`src/rtl/win3x3_pkg.sv`:
```
// Shared FSM state encoding and 3x3 window tap indices for win3x3_ctrl.
// Tap Pk occupies win[win_lsb(Pk, PIX_W) +: PIX_W]; P0 is the oldest row/column corner.
package win3x3_pkg;

    typedef logic [1:0] state_t;

    localparam state_t ST_IDLE  = 2'd0;
    localparam state_t ST_RUN   = 2'd1;
    localparam state_t ST_DRAIN = 2'd2;
    localparam state_t ST_DONE  = 2'd3;

    localparam int P0 = 0;
    localparam int P1 = 1;
    localparam int P2 = 2;
    localparam int P3 = 3;
    localparam int P4 = 4;
    localparam int P5 = 5;
    localparam int P6 = 6;
    localparam int P7 = 7;
    localparam int P8 = 8;

    function automatic int win_lsb(input int idx, input int pix_w);
        return idx * pix_w;
    endfunction

endpackage

```
`src/rtl/line_buf.sv`:
```
// One-row delay line: DEPTH-deep shift register advancing only when en is high.
// Latency: dout is the sample written DEPTH enables ago; no backpressure of its own.
// Backpressure: none; the caller gates en with its own handshake.
module line_buf #(
    parameter int DEPTH = 64,
    parameter int WIDTH = 13
) (
    input  logic             clk,
    input  logic             en,
    input  logic [WIDTH-1:0] din,
    output logic [WIDTH-1:0] dout
);

    logic [WIDTH-1:0] mem_q [DEPTH];
    logic [WIDTH-1:0] mem_d [DEPTH];

    always_comb begin
        mem_d = mem_q;
        if (en) begin
            mem_d[0] = din;
            for (int i = 1; i < DEPTH; i++) begin
                mem_d[i] = mem_q[i-1];
            end
        end
    end

    // Contents are don't-care after reset, so no reset term is needed here.
    always_ff @(posedge clk) begin
        mem_q <= mem_d;
    end

    assign dout = mem_q[DEPTH-1];

endmodule

```
`src/rtl/win3x3_ctrl.sv`:
```
// Raster pixel stream to 3x3 valid-mode windows; optional frame counter under WIN3X3_FRAME_CNT_EN.
// Latency: win_valid rises one cycle after the qualifying pixel is accepted.
// Backpressure: a stalled window (win_valid && !win_ready) deasserts in_ready and holds win.
module win3x3_ctrl
    import win3x3_pkg::*;
#(
    parameter int IMG_W = 64,
    parameter int IMG_H = 64,
    parameter int PIX_W = 13
) (
    input  logic               clk,
    input  logic               rst_n,
    input  logic               start,
    input  logic               in_valid,
    input  logic [PIX_W-1:0]   in_pix,
    output logic               in_ready,
    output logic               win_valid,
    input  logic               win_ready,
    output logic [9*PIX_W-1:0] win,
    output logic               busy,
    output logic               done
`ifdef WIN3X3_FRAME_CNT_EN
    ,
    output logic [15:0]        frame_cnt
`endif
);

    localparam int CW = (IMG_W > 1) ? $clog2(IMG_W) : 1;
    localparam int RW = (IMG_H > 1) ? $clog2(IMG_H) : 1;
    localparam logic [CW-1:0] COL_LAST = CW'(IMG_W - 1);
    localparam logic [RW-1:0] ROW_LAST = RW'(IMG_H - 1);

    state_t           state_q, state_d;
    logic [CW-1:0]    col_q, col_d;
    logic [RW-1:0]    row_q, row_d;
    logic             win_valid_q, win_valid_d;
    logic [PIX_W-1:0] taps_q [9];
    logic [PIX_W-1:0] taps_d [9];
    logic [PIX_W-1:0] lb0_dout, lb1_dout;
    logic             accept, qual, last_pix;

    assign in_ready  = (state_q == ST_RUN) && (!win_valid_q || win_ready);
    assign accept    = in_valid && in_ready;
    assign qual      = (row_q >= RW'(2)) && (col_q >= CW'(2));
    assign last_pix  = (row_q == ROW_LAST) && (col_q == COL_LAST);
    assign busy      = (state_q == ST_RUN) || (state_q == ST_DRAIN);
    assign done      = (state_q == ST_DONE);
    assign win_valid = win_valid_q;

    always_comb begin
        state_d = state_q;
        col_d   = col_q;
        row_d   = row_q;
        case (state_q)
            ST_IDLE: begin
                if (start) begin
                    state_d = ST_RUN;
                    col_d   = '0;
                    row_d   = '0;
                end
            end
            ST_RUN: begin
                if (accept) begin
                    if (col_q == COL_LAST) begin
                        col_d = '0;
                        row_d = (row_q == ROW_LAST) ? '0 : row_q + 1'b1;
                    end else begin
                        col_d = col_q + 1'b1;
                    end
                    if (last_pix) state_d = ST_DRAIN;
                end
            end
            // The final pixel always qualifies, so a window is pending here.
            ST_DRAIN: if (win_valid_q && win_ready) state_d = ST_DONE;
            default:  state_d = ST_IDLE;
        endcase
    end

    always_comb begin
        win_valid_d = win_valid_q;
        if (win_ready)       win_valid_d = 1'b0;
        if (accept && qual)  win_valid_d = 1'b1;
    end

    // Each window row shifts left; the newest column enters from the line buffers.
    always_comb begin
        taps_d = taps_q;
        if (accept) begin
            taps_d[P0] = taps_q[P1];
            taps_d[P1] = taps_q[P2];
            taps_d[P2] = lb1_dout;
            taps_d[P3] = taps_q[P4];
            taps_d[P4] = taps_q[P5];
            taps_d[P5] = lb0_dout;
            taps_d[P6] = taps_q[P7];
            taps_d[P7] = taps_q[P8];
            taps_d[P8] = in_pix;
        end
    end

    always_ff @(posedge clk or negedge rst_n) begin
        if (!rst_n) begin
            state_q     <= ST_IDLE;
            col_q       <= '0;
            row_q       <= '0;
            win_valid_q <= 1'b0;
            for (int k = 0; k < 9; k++) taps_q[k] <= '0;
        end else begin
            state_q     <= state_d;
            col_q       <= col_d;
            row_q       <= row_d;
            win_valid_q <= win_valid_d;
            taps_q      <= taps_d;
        end
    end

    always_comb begin
        win = '0;
        for (int k = 0; k < 9; k++) begin
            win[win_lsb(k, PIX_W) +: PIX_W] = taps_q[k];
        end
    end

    line_buf #(.DEPTH(IMG_W), .WIDTH(PIX_W)) u_lb0 (
        .clk  (clk),
        .en   (accept),
        .din  (in_pix),
        .dout (lb0_dout)
    );

    line_buf #(.DEPTH(IMG_W), .WIDTH(PIX_W)) u_lb1 (
        .clk  (clk),
        .en   (accept),
        .din  (lb0_dout),
        .dout (lb1_dout)
    );

`ifdef WIN3X3_FRAME_CNT_EN
    logic [15:0] frame_cnt_q, frame_cnt_d;

    always_comb begin
        frame_cnt_d = frame_cnt_q + ((state_q == ST_DONE) ? 16'd1 : 16'd0);
    end

    always_ff @(posedge clk or negedge rst_n) begin
        if (!rst_n) frame_cnt_q <= '0;
        else        frame_cnt_q <= frame_cnt_d;
    end

    assign frame_cnt = frame_cnt_q;
`endif

endmodule

```
`config.mk`:
```
export PLATFORM = sky130hd
export DESIGN_NAME = win3x3_ctrl
export DESIGN_NICKNAME = d
export VERILOG_FILES = /design/src/rtl/win3x3_pkg.sv /design/src/rtl/line_buf.sv /design/src/rtl/win3x3_ctrl.sv
export SDC_FILE = /design/constraint.sdc
export NUM_CORES = 1
export LEC_CHECK = 0
export CORE_UTILIZATION = 45
export DETAILED_ROUTE_END_ITERATION = 8
export HOLD_SLACK_MARGIN = 0.03
export PLACE_DENSITY = 0.66
export REMOVE_ABC_BUFFERS = 1
export SLEW_MARGIN = 20
export SYNTH_ARGS = -nofsm -noshare
export SYNTH_HDL_FRONTEND = slang
export SYNTH_SLANG_ARGS = --single-unit
```
`constraint.sdc`:
```
create_clock -name clk -period 56 [get_ports clk]
set_clock_uncertainty 0.15 [all_clocks]
set_input_delay 11.2 -clock clk [delete_from_list [all_inputs] [get_ports clk]]
set_output_delay 11.2 -clock clk [all_outputs]
set_load 0.1 [all_outputs]
```
# Word level (Yosys, flattened, before mapping)

Cells that the tools add are included.

Register bits after elaboration: 1,796
Bits of input ports: 18
Output and inout port bits: 121
Word-level logic and storage cells: 185

$add $sub $neg: 2
$lt $le $gt $ge: 2
Equality and inequality tests: 10
Multiplexer cells: 15
Reductions and logical operators: 15

Operators with widths:

| cell                                                                   | number |
|---|---|
| 6-bit two-way mux                                                      | 6 |
| 6-bit one-hot mux with 2 select lines                                  | 2 |
| 6-bit by 1-bit adder with 6-bit output (second input constant)         | 2 |
| 6-bit equality test (second input constant)                            | 2 |
| 6-bit by 2-bit >= comparator with 1-bit output (second input constant) | 2 |
| 2-bit two-way mux                                                      | 4 |
| 4-bit AND reduction                                                    | 2 |
| 1-bit logical AND                                                      | 6 |
| 2-bit != test (second input constant)                                  | 3 |
| 2-bit one-hot mux with 3 select lines                                  | 1 |
| 2-bit equality test (second input constant)                            | 2 |
| 2-bit by 1-bit != test with 1-bit output (second input constant)       | 2 |
| 2-bit nonzero test                                                     | 2 |
| 3-bit AND reduction                                                    | 1 |
| 2-bit by 1-bit equality test with 1-bit output (second input constant) | 1 |
| 2-bit zero test                                                        | 1 |
| 1-bit logical OR                                                       | 2 |
| 1-bit two-way mux                                                      | 2 |
| 1-bit zero test                                                        | 1 |

# Logic depth before layout (Yosys ltp)

Gate-level depths: netlist of run 1.

Depth in word-level cells: 6
Mapped depth: 9
Gate-level depth less buffers: 6

# Cells and area by module

Synthesis of run 1 repeated with hierarchy kept, for this count alone.

Cell total of the unflattened synthesis: 2,049
Area total of the unflattened synthesis: 55,552.0 sq um

By module, submodules not included:

| module      | times used | cells each | area each (sq um) | sequential area each (sq um) |
|---|---|---|---|---|
| line_buf    | 2          | 845        | 25,081.6          | 24,984.0 |
| win3x3_ctrl | 1          | 359        | 5,388.9           | 3,303.2 |

# Worst setup path after synthesis of run 1

Ideal clock, no wire load.

Path type: input-to-reg
Start: input port win_ready
End: register u_lb0.mem_q (netlist bit u_lb0.dout[0]) (enable)
Library setup time: 2.678 ns
Data arrival time: 56.477 ns
Data required time: 53.172 ns
Setup slack: -3.305 ns
Stages: 4
Path buffers: 1
Cells stage by stage: nand2b_1 > nand3_1 > inv_2 > clkbuf_1

Word-level cells in the longest chain between the ends: 3

Ends and longest elaborated chain:

| item                 | RTL line          | source |
|---|---|---|
| from (decl)          | win3x3_ctrl.sv:18 | `input logic win_ready,` |
| 1-bit logical OR     | win3x3_ctrl.sv:42 | `assign in_ready = (state_q == ST_RUN) && (!win_valid_q \|\| win_ready);` |
| 1-bit logical AND    | win3x3_ctrl.sv:42 |  |
| 1-bit logical AND    | win3x3_ctrl.sv:43 | `assign accept = in_valid && in_ready;` |
| net accept           | win3x3_ctrl.sv:40 | `logic accept, qual, last_pix;` |
| to (signal assigned) | line_buf.sv:29    | `mem_q <= mem_d;` |
| to (decl)            | line_buf.sv:14    | `logic [WIDTH-1:0] mem_q [DEPTH];` |

The timed path passes the listed nets, and every way through them passes these cells.
A chain may end at the register's enable or synchronous reset.

# Worst setup path after layout of run 1

Start: input port win_ready
End: output port in_ready

Word-level cells in the longest chain between the ends: 2

Ends and longest elaborated chain:

| item              | RTL line          | source |
|---|---|---|
| 1-bit logical OR  | win3x3_ctrl.sv:42 |  |
| 1-bit logical AND | win3x3_ctrl.sv:42 |  |
| to (decl)         | win3x3_ctrl.sv:16 | `output logic in_ready,` |

No other way between the ends.

==> results of run 1 <==
## state kept, by name (all words and copies together), names as in the netlist
signal	count
u_lb0.mem_q	819
u_lb1.mem_q	819
win	117
u_lb0.dout	13
u_lb1.dout	13
col_q	6
row_q	6
state_q	2
win_valid	1
## how the worst max path moves through the flow
stage	slack, ns	cells after the start	endpoint
after floorplan	21.06	3	u_lb0.dout[0]
after global placement	31.38	4	in_ready
after detailed placement	31.43	4	in_ready
after CTS	31.42	4	in_ready
after global routing	31.36	4	in_ready
final	31.42	4	in_ready
## routing by layer
layer / track usage / routed length, um / vias to the layer above
met4: 0.0480 / 1980 / 0
met5: 0 / 0 / -
met1: 0.163 / 32700 / 10400
met2: 0.149 / 28700 / 406
li1: - / - / 9331
met3: 0.0282 / 3080 / 152
## cell usage after synthesis (all sizes together) (3+ instances only)
cell	count
ha	9
and3	4
nand2	361
buf	19
nand2b	3
dfrtp	132
mux2	3
or4	3
o211ai	3
clkbuf	9
nor3	3
nand3	5
nor2	9
inv	6
edfxtp	1664
o21ai	4
## power breakdown
| group | total, mW | switching, mW | internal [mW] |
|---|---|---|---|
| Combinational | 0.406 | 0.334 | 0.0728 |
| Sequential | 1.66 | 0.0450 | 1.62 |
| Clock | 1.12 | 0.476 | 0.646 |
| Total | 3.19 | 0.854 | 2.34 |
## kinds of logic (layout without fill, tap and decap cells)
group / count (synthesis) / after routing
muxes: 4 / 4
and+or+nand+nor: 400 / 400
AOI/OAI and AO/OA: 21 / 21
buffers and inverters: 34 / 481
DFF: 1796 / 1796
adders and majority gates: 9 / 9
## layout make-up
type / count / share of cell area
Tap cell: 1625 / 0.0315
Timing Repair Buffer: 159 / 0.0255
Multi-Input combinational cell: 434 / 0.0306
Sequential cell: 1796 / 0.825
Clock inverter: 100 / 0.0161
Inverter: 6 / 0.000465
Clock buffer: 216 / 0.0705
## cell usage in the layout (no fill, tap or decap), types with 6 or more instances in the layout
| cell type | count |
|---|---|
| sky130_fd_sc_hd__buf_4 | 11 |
| sky130_fd_sc_hd__buf_6 | 6 |
| sky130_fd_sc_hd__bufinv_16 | 14 |
| sky130_fd_sc_hd__clkbuf_1 | 38 |
| sky130_fd_sc_hd__clkbuf_16 | 174 |
| sky130_fd_sc_hd__clkdlybuf4s50_1 | 137 |
| sky130_fd_sc_hd__clkinv_1 | 37 |
| sky130_fd_sc_hd__clkinv_2 | 26 |
| sky130_fd_sc_hd__dfrtp_1 | 132 |
| sky130_fd_sc_hd__edfxtp_1 | 1664 |
| sky130_fd_sc_hd__ha_1 | 9 |
| sky130_fd_sc_hd__nand2_1 | 361 |
| sky130_fd_sc_hd__nor2_1 | 9 |
==> flow_summary.toml, run 1 <==
[timing]
rsz0062_at_grt = "false"
layout_setup_ws_ns = 31.42
setup_viol = 0
worst_hold_slack_ns = 0.236
max_transition_margin = 0.279
timing.final.max_slew_violations = 0
setup_total_negative_slack_ns = 0
clock.fmax_mhz = 40.7
finalHoldViolations = 0
finalWorstPathRequiredPeriod_ns = 24.58
worstMarginPinSlew_ns = 1.08
part_of_the_cycle_the_worst_path_needs = 0.439

[cells_and_area]
multi_input_logic_area_sq_mm = 0.00197
final_cells = 4336
n_fill_cell = 9106
final_core_util = 0.530
post-route-cell-area_sq_mm = 0.0645
register_area_sq_mm = 0.0533
antennaDiodeCount = 0
areaGrowthSynthToFinish_pct = 16.5
nNetsFinal = 2596
drive_above_1_share = 0.103

[clocking]
cts.htree.levels = 4
clock_tree_from_tritoncts = "done"
clock_tree.root_cell = "sky130_fd_sc_hd__clkbuf_16"
numCtsBuffers = 172
cts.reportedPaths.clkPinSlew_ns = 0.06
clock_sink_count = 1796
cts.path.max_buffers = 3
ctsResizeCount = 0
ctsHoldBuffers = 0
postCtsSetupBuffers = 0
latest_clock_arrival_within_the_worst_skew_pair_ns = 0.75

[worst_setup_path]
cp.arrival_ns = 13.23
timing.critical_path.required_ns = 44.65
cp-start-kind = "input port"
reg2reg_slack_ns = 50.70
critical_path_class = "in -> out"
cp_common_cell = "sky130_fd_sc_hd__clkdlybuf4s50_1"
cpLargestDelayFamily = "buffers and inverters"
cp_cell_sequence = "clkdlybuf4s50_1 -> nand2b_1 -> and2_1 -> clkdlybuf4s50_1"
critical_path.max_stage_delay_ns = 1.13
crit-reg2reg-capture = "u_lb0.mem_q[259]"
regToRegStartpoint = "state_q[1]"
cp-end-kind = "primary output"
crit_path_max_fanout = 4
ff2ff_path_depth = 7
number_of_buffer_and_inverter_instances_along_the_worst_setup_path = 2
startpoint = "win_ready"
critPathSlowestCell = "sky130_fd_sc_hd__clkdlybuf4s50_1"

[grt]
grt_start_max_net_pins = 224
overflow = 0
grt_pass1_vias = 20200
global_route.usage.total = 0.108
first_pass_grt_wire_length_mm = 110
number_of_antenna_violations_at_the_first_check_in_global_routing = 1

[power_and_ir_drop]
power.density_cell_area_mw_per_mm2 = 49.4
p_leak_nw = 19.3
vdd.ir_drop.worst_mv = 0.0477
post-layout-total-power_mw = 3.19

[yosys]
post_synth_adder_cell_area = 0.00203
synth.cell_area_sq_mm = 0.0554
ys_top_cells_by_area = "sky130_fd_sc_hd__edfxtp_1 (90%), sky130_fd_sc_hd__dfrtp_1 (6.0%), sky130_fd_sc_hd__nand2_1 (2.4%)"
synth_top_family_by_area = "simple AND/OR/NAND/NOR gates"
synth-edff-count = 1664
yosys.area_share.simple = 0.0294
synth_compound_area_frac = 0.00294
ys.warnings.count = 0
yosysSeqAreaShare = 0.962
synthesis.area_per_instance_sq_um = 24.5
synth_ff_type = "sky130_fd_sc_hd__edfxtp_1"
post-synth-top-area-fraction = 0.902
yosysTopAreaCell = "sky130_fd_sc_hd__edfxtp_1"
synthArstFlopShare = 0.0735
synth_xor_xnor_area_share = 0
syn-instance-count = 2264
yosys.cell_types.count = 41
synth_mux_area_frac = 0.000994
postSynthRegisterBits = 1796

[detailed_routing]
dr_vias = 20200
drc = 0
via_density_per_instance = 4.67
route.antenna.remaining_nets = 0
wire_length_after_detailed_routing_mm = 66.5
wire_per_inst_um = 15.3
first_pass_iters = 5
detailedRoute.firstIterationViolations = 1858

[placed_design]
place_inst = 4017
placement.cell_area_sq_mm = 0.0589
count_of_buffers_from_port_buffering = 138
preCtsSetupSlack_ns = 31.43
dpl.hpwl_mm = 29.2
final_wtd_congestion = 0.719

[run_status]
run_status = "finished, final reports clean"

[die]
die_area_sq_mm = 0.125
rows = 128
die_h_um = 353
dieWidth_um = 353
placeableCoreArea_sq_mm = 0.122
floorplan.initialDensity = 0.455
ioPinCount = 139

[hold_path]
hold-path-cell-count = 0
hold_class = "reg -> reg"
hold-path-endpoint = "u_lb1.mem_q[28]"
worst_hold_startpoint = "u_lb1.mem_q[41]"

[flow_run]
max_cap_viol_count = 0
(Power assumes the default switching activity.)
==> run 2: changes to the inputs <==
clock period = 24.1 ns   (was 56 ns; I/O delays follow)
==> flow_summary.toml, run 2 (synthesis gave the netlist of run 1 again) <==
[timing]
finalHoldViolations = 0
clock.fmax_mhz = 84.6
worstMarginPinSlew_ns = 1.08
timing.final.max_slew_violations = 0
part_of_the_cycle_the_worst_path_needs = 0.490
finalWorstPathRequiredPeriod_ns = 11.82
layout_setup_ws_ns = 12.28
setup_total_negative_slack_ns = 0
setup_viol = 0
max_transition_margin = 0.278
rsz0062_at_grt = "false"

[detailed_routing]
first_pass_iters = 6
detailedRoute.firstIterationViolations = 2029
drc = 0
wire_per_inst_um = 15.3
via_density_per_instance = 4.69
dr_vias = 20300
route.antenna.remaining_nets = 0
wire_length_after_detailed_routing_mm = 66.5

[power_and_ir_drop]
p_leak_nw = 19.3
vdd.ir_drop.worst_mv = 0.130
post-layout-total-power_mw = 7.46
pwr-share-comb = 0.126
power.density_cell_area_mw_per_mm2 = 116
sequentialPowerShare = 0.518
share_clk_of_total_power = 0.356
internal_power_mw = 5.48
swShare = 0.266
net-switching-power_mw = 1.99

[hold_path]
hold-path-cell-count = 0
worst_hold_startpoint = "u_lb1.mem_q[176]"
hold_class = "reg -> reg"

[worst_setup_path]
cp.arrival_ns = 6.85
timing.critical_path.required_ns = 19.13
ff2ff_path_depth = 7
regToRegStartpoint = "state_q[1]"
cp-start-kind = "input port"
cp-end-kind = "primary output"
critical_path_class = "in -> out"
crit_path_max_fanout = 4
startpoint = "win_ready"

[die]
die_h_um = 353
placeableCoreArea_sq_mm = 0.122
rows = 128
die_area_sq_mm = 0.125
floorplan.initialDensity = 0.455
ioPinCount = 139
dieWidth_um = 353

[placed_design]
dpl.hpwl_mm = 29.4
count_of_buffers_from_port_buffering = 138
place_inst = 4017
final_wtd_congestion = 0.748
preCtsSetupSlack_ns = 12.29

[cells_and_area]
antennaDiodeCount = 0
areaGrowthSynthToFinish_pct = 16.5
final_core_util = 0.530
most_frequent_standard_cell_in_the_layout_excluding_fill_and_tap_cells = "sky130_fd_sc_hd__edfxtp_1"
nNetsFinal = 2595
layout.cells.most_common_list = "sky130_fd_sc_hd__edfxtp_1 (1,664), sky130_fd_sc_hd__nand2_1 (361), sky130_fd_sc_hd__clkbuf_16 (175), sky130_fd_sc_hd__clkdlybuf4s50_1 (137), sky130_fd_sc_hd__dfrtp_1 (132)"
final_cells = 4336
drive_above_1_share = 0.104

[grt]
grt_pass1_vias = 20000
grt_start_max_net_pins = 229
overflow = 0
first_pass_grt_wire_length_mm = 109
number_of_antenna_violations_at_the_first_check_in_global_routing = 0
global_route.usage.total = 0.107

[clocking]
clock_tree.root_cell = "sky130_fd_sc_hd__clkbuf_16"
cts.htree.levels = 4
ctsHoldBuffers = 0
numCtsBuffers = 173
clock_tree_from_tritoncts = "done"
postCtsSetupBuffers = 0
ctsResizeCount = 0
cts.path.max_buffers = 3
clock_sink_count = 1796
latest_clock_arrival_within_the_worst_skew_pair_ns = 0.74
cts.reportedPaths.clkPinSlew_ns = 0.06

[flow_run]
max_cap_viol_count = 0

[run_status]
run_status = "finished, final reports clean"
## run 2: cell count changes in the layout (fill, tap and decap cells not counted), sizes merged
cell / before / now
buf: 22 / 20
bufinv: 14 / 19
clkbuf: 216 / 214
clkinv: 74 / 75
clkinvlp: 5 / 2
inv: 13 / 14
## run 2: final cells by class
cell class,instances,area (sq um)
clock inverters,104,1130
well taps,1625,2030
multi-input cells,434,1970
flip-flops and latches,1796,53300
repair buffers,157,1590
clock buffers,214,4540
fillers,9092,57300
inverters,6,30.0
## run 2: through the flow
step,hold WS (ns),area (sq um)
2_1_floorplan,0.250,55300
4_1_cts,0.258,64500
5_1_grt,0.248,64600
6_report,0.258,64600
3_3_place_gp,0.250,58900
3_5_place_dp,0.255,58900
## run 2: worst max-delay path, cell delays in order
cell,delay [ns]
sky130_fd_sc_hd__clkdlybuf4s50_1,0.50
sky130_fd_sc_hd__nand2b_1,0.23
sky130_fd_sc_hd__and2_1,0.16
sky130_fd_sc_hd__clkdlybuf4s50_1,1.13
## run 2: worst paths after layout
path | to | slack [ns]
max reg2reg | u_lb0.mem_q[730] | 18.12
min in group asynchronous | win[8] | 3.85
max | in_ready | 12.28
min | u_lb1.mem_q[163] | 0.26
max in group asynchronous | win[55] | 18.53
min reg2reg | u_lb1.mem_q[163] | 0.26
## run 2: power by group through the flow
stage / clock, mW / sequential, mW / combinational (mW)
after floorplan: 0 / 4.60 / 0.253
after detailed placement: 0 / 3.93 / 0.949
final: 2.66 / 3.87 / 0.942
after global routing: 2.87 / 3.89 / 0.991
after CTS: 2.75 / 3.87 / 0.948
after global placement: 0 / 3.91 / 0.924
## run 2: metal layers
metal / GRT usage / wire, um / vias up / part of all wire
met4: 0.0450 / 1640 / 0 / 0.025
met1: 0.159 / 32500 / 10400 / 0.49
met3: 0.0295 / 3280 / 147 / 0.049
met5: 0 / 0 / - / 0
met2: 0.150 / 29100 / 453 / 0.44
li1: - / - / 9326 / -
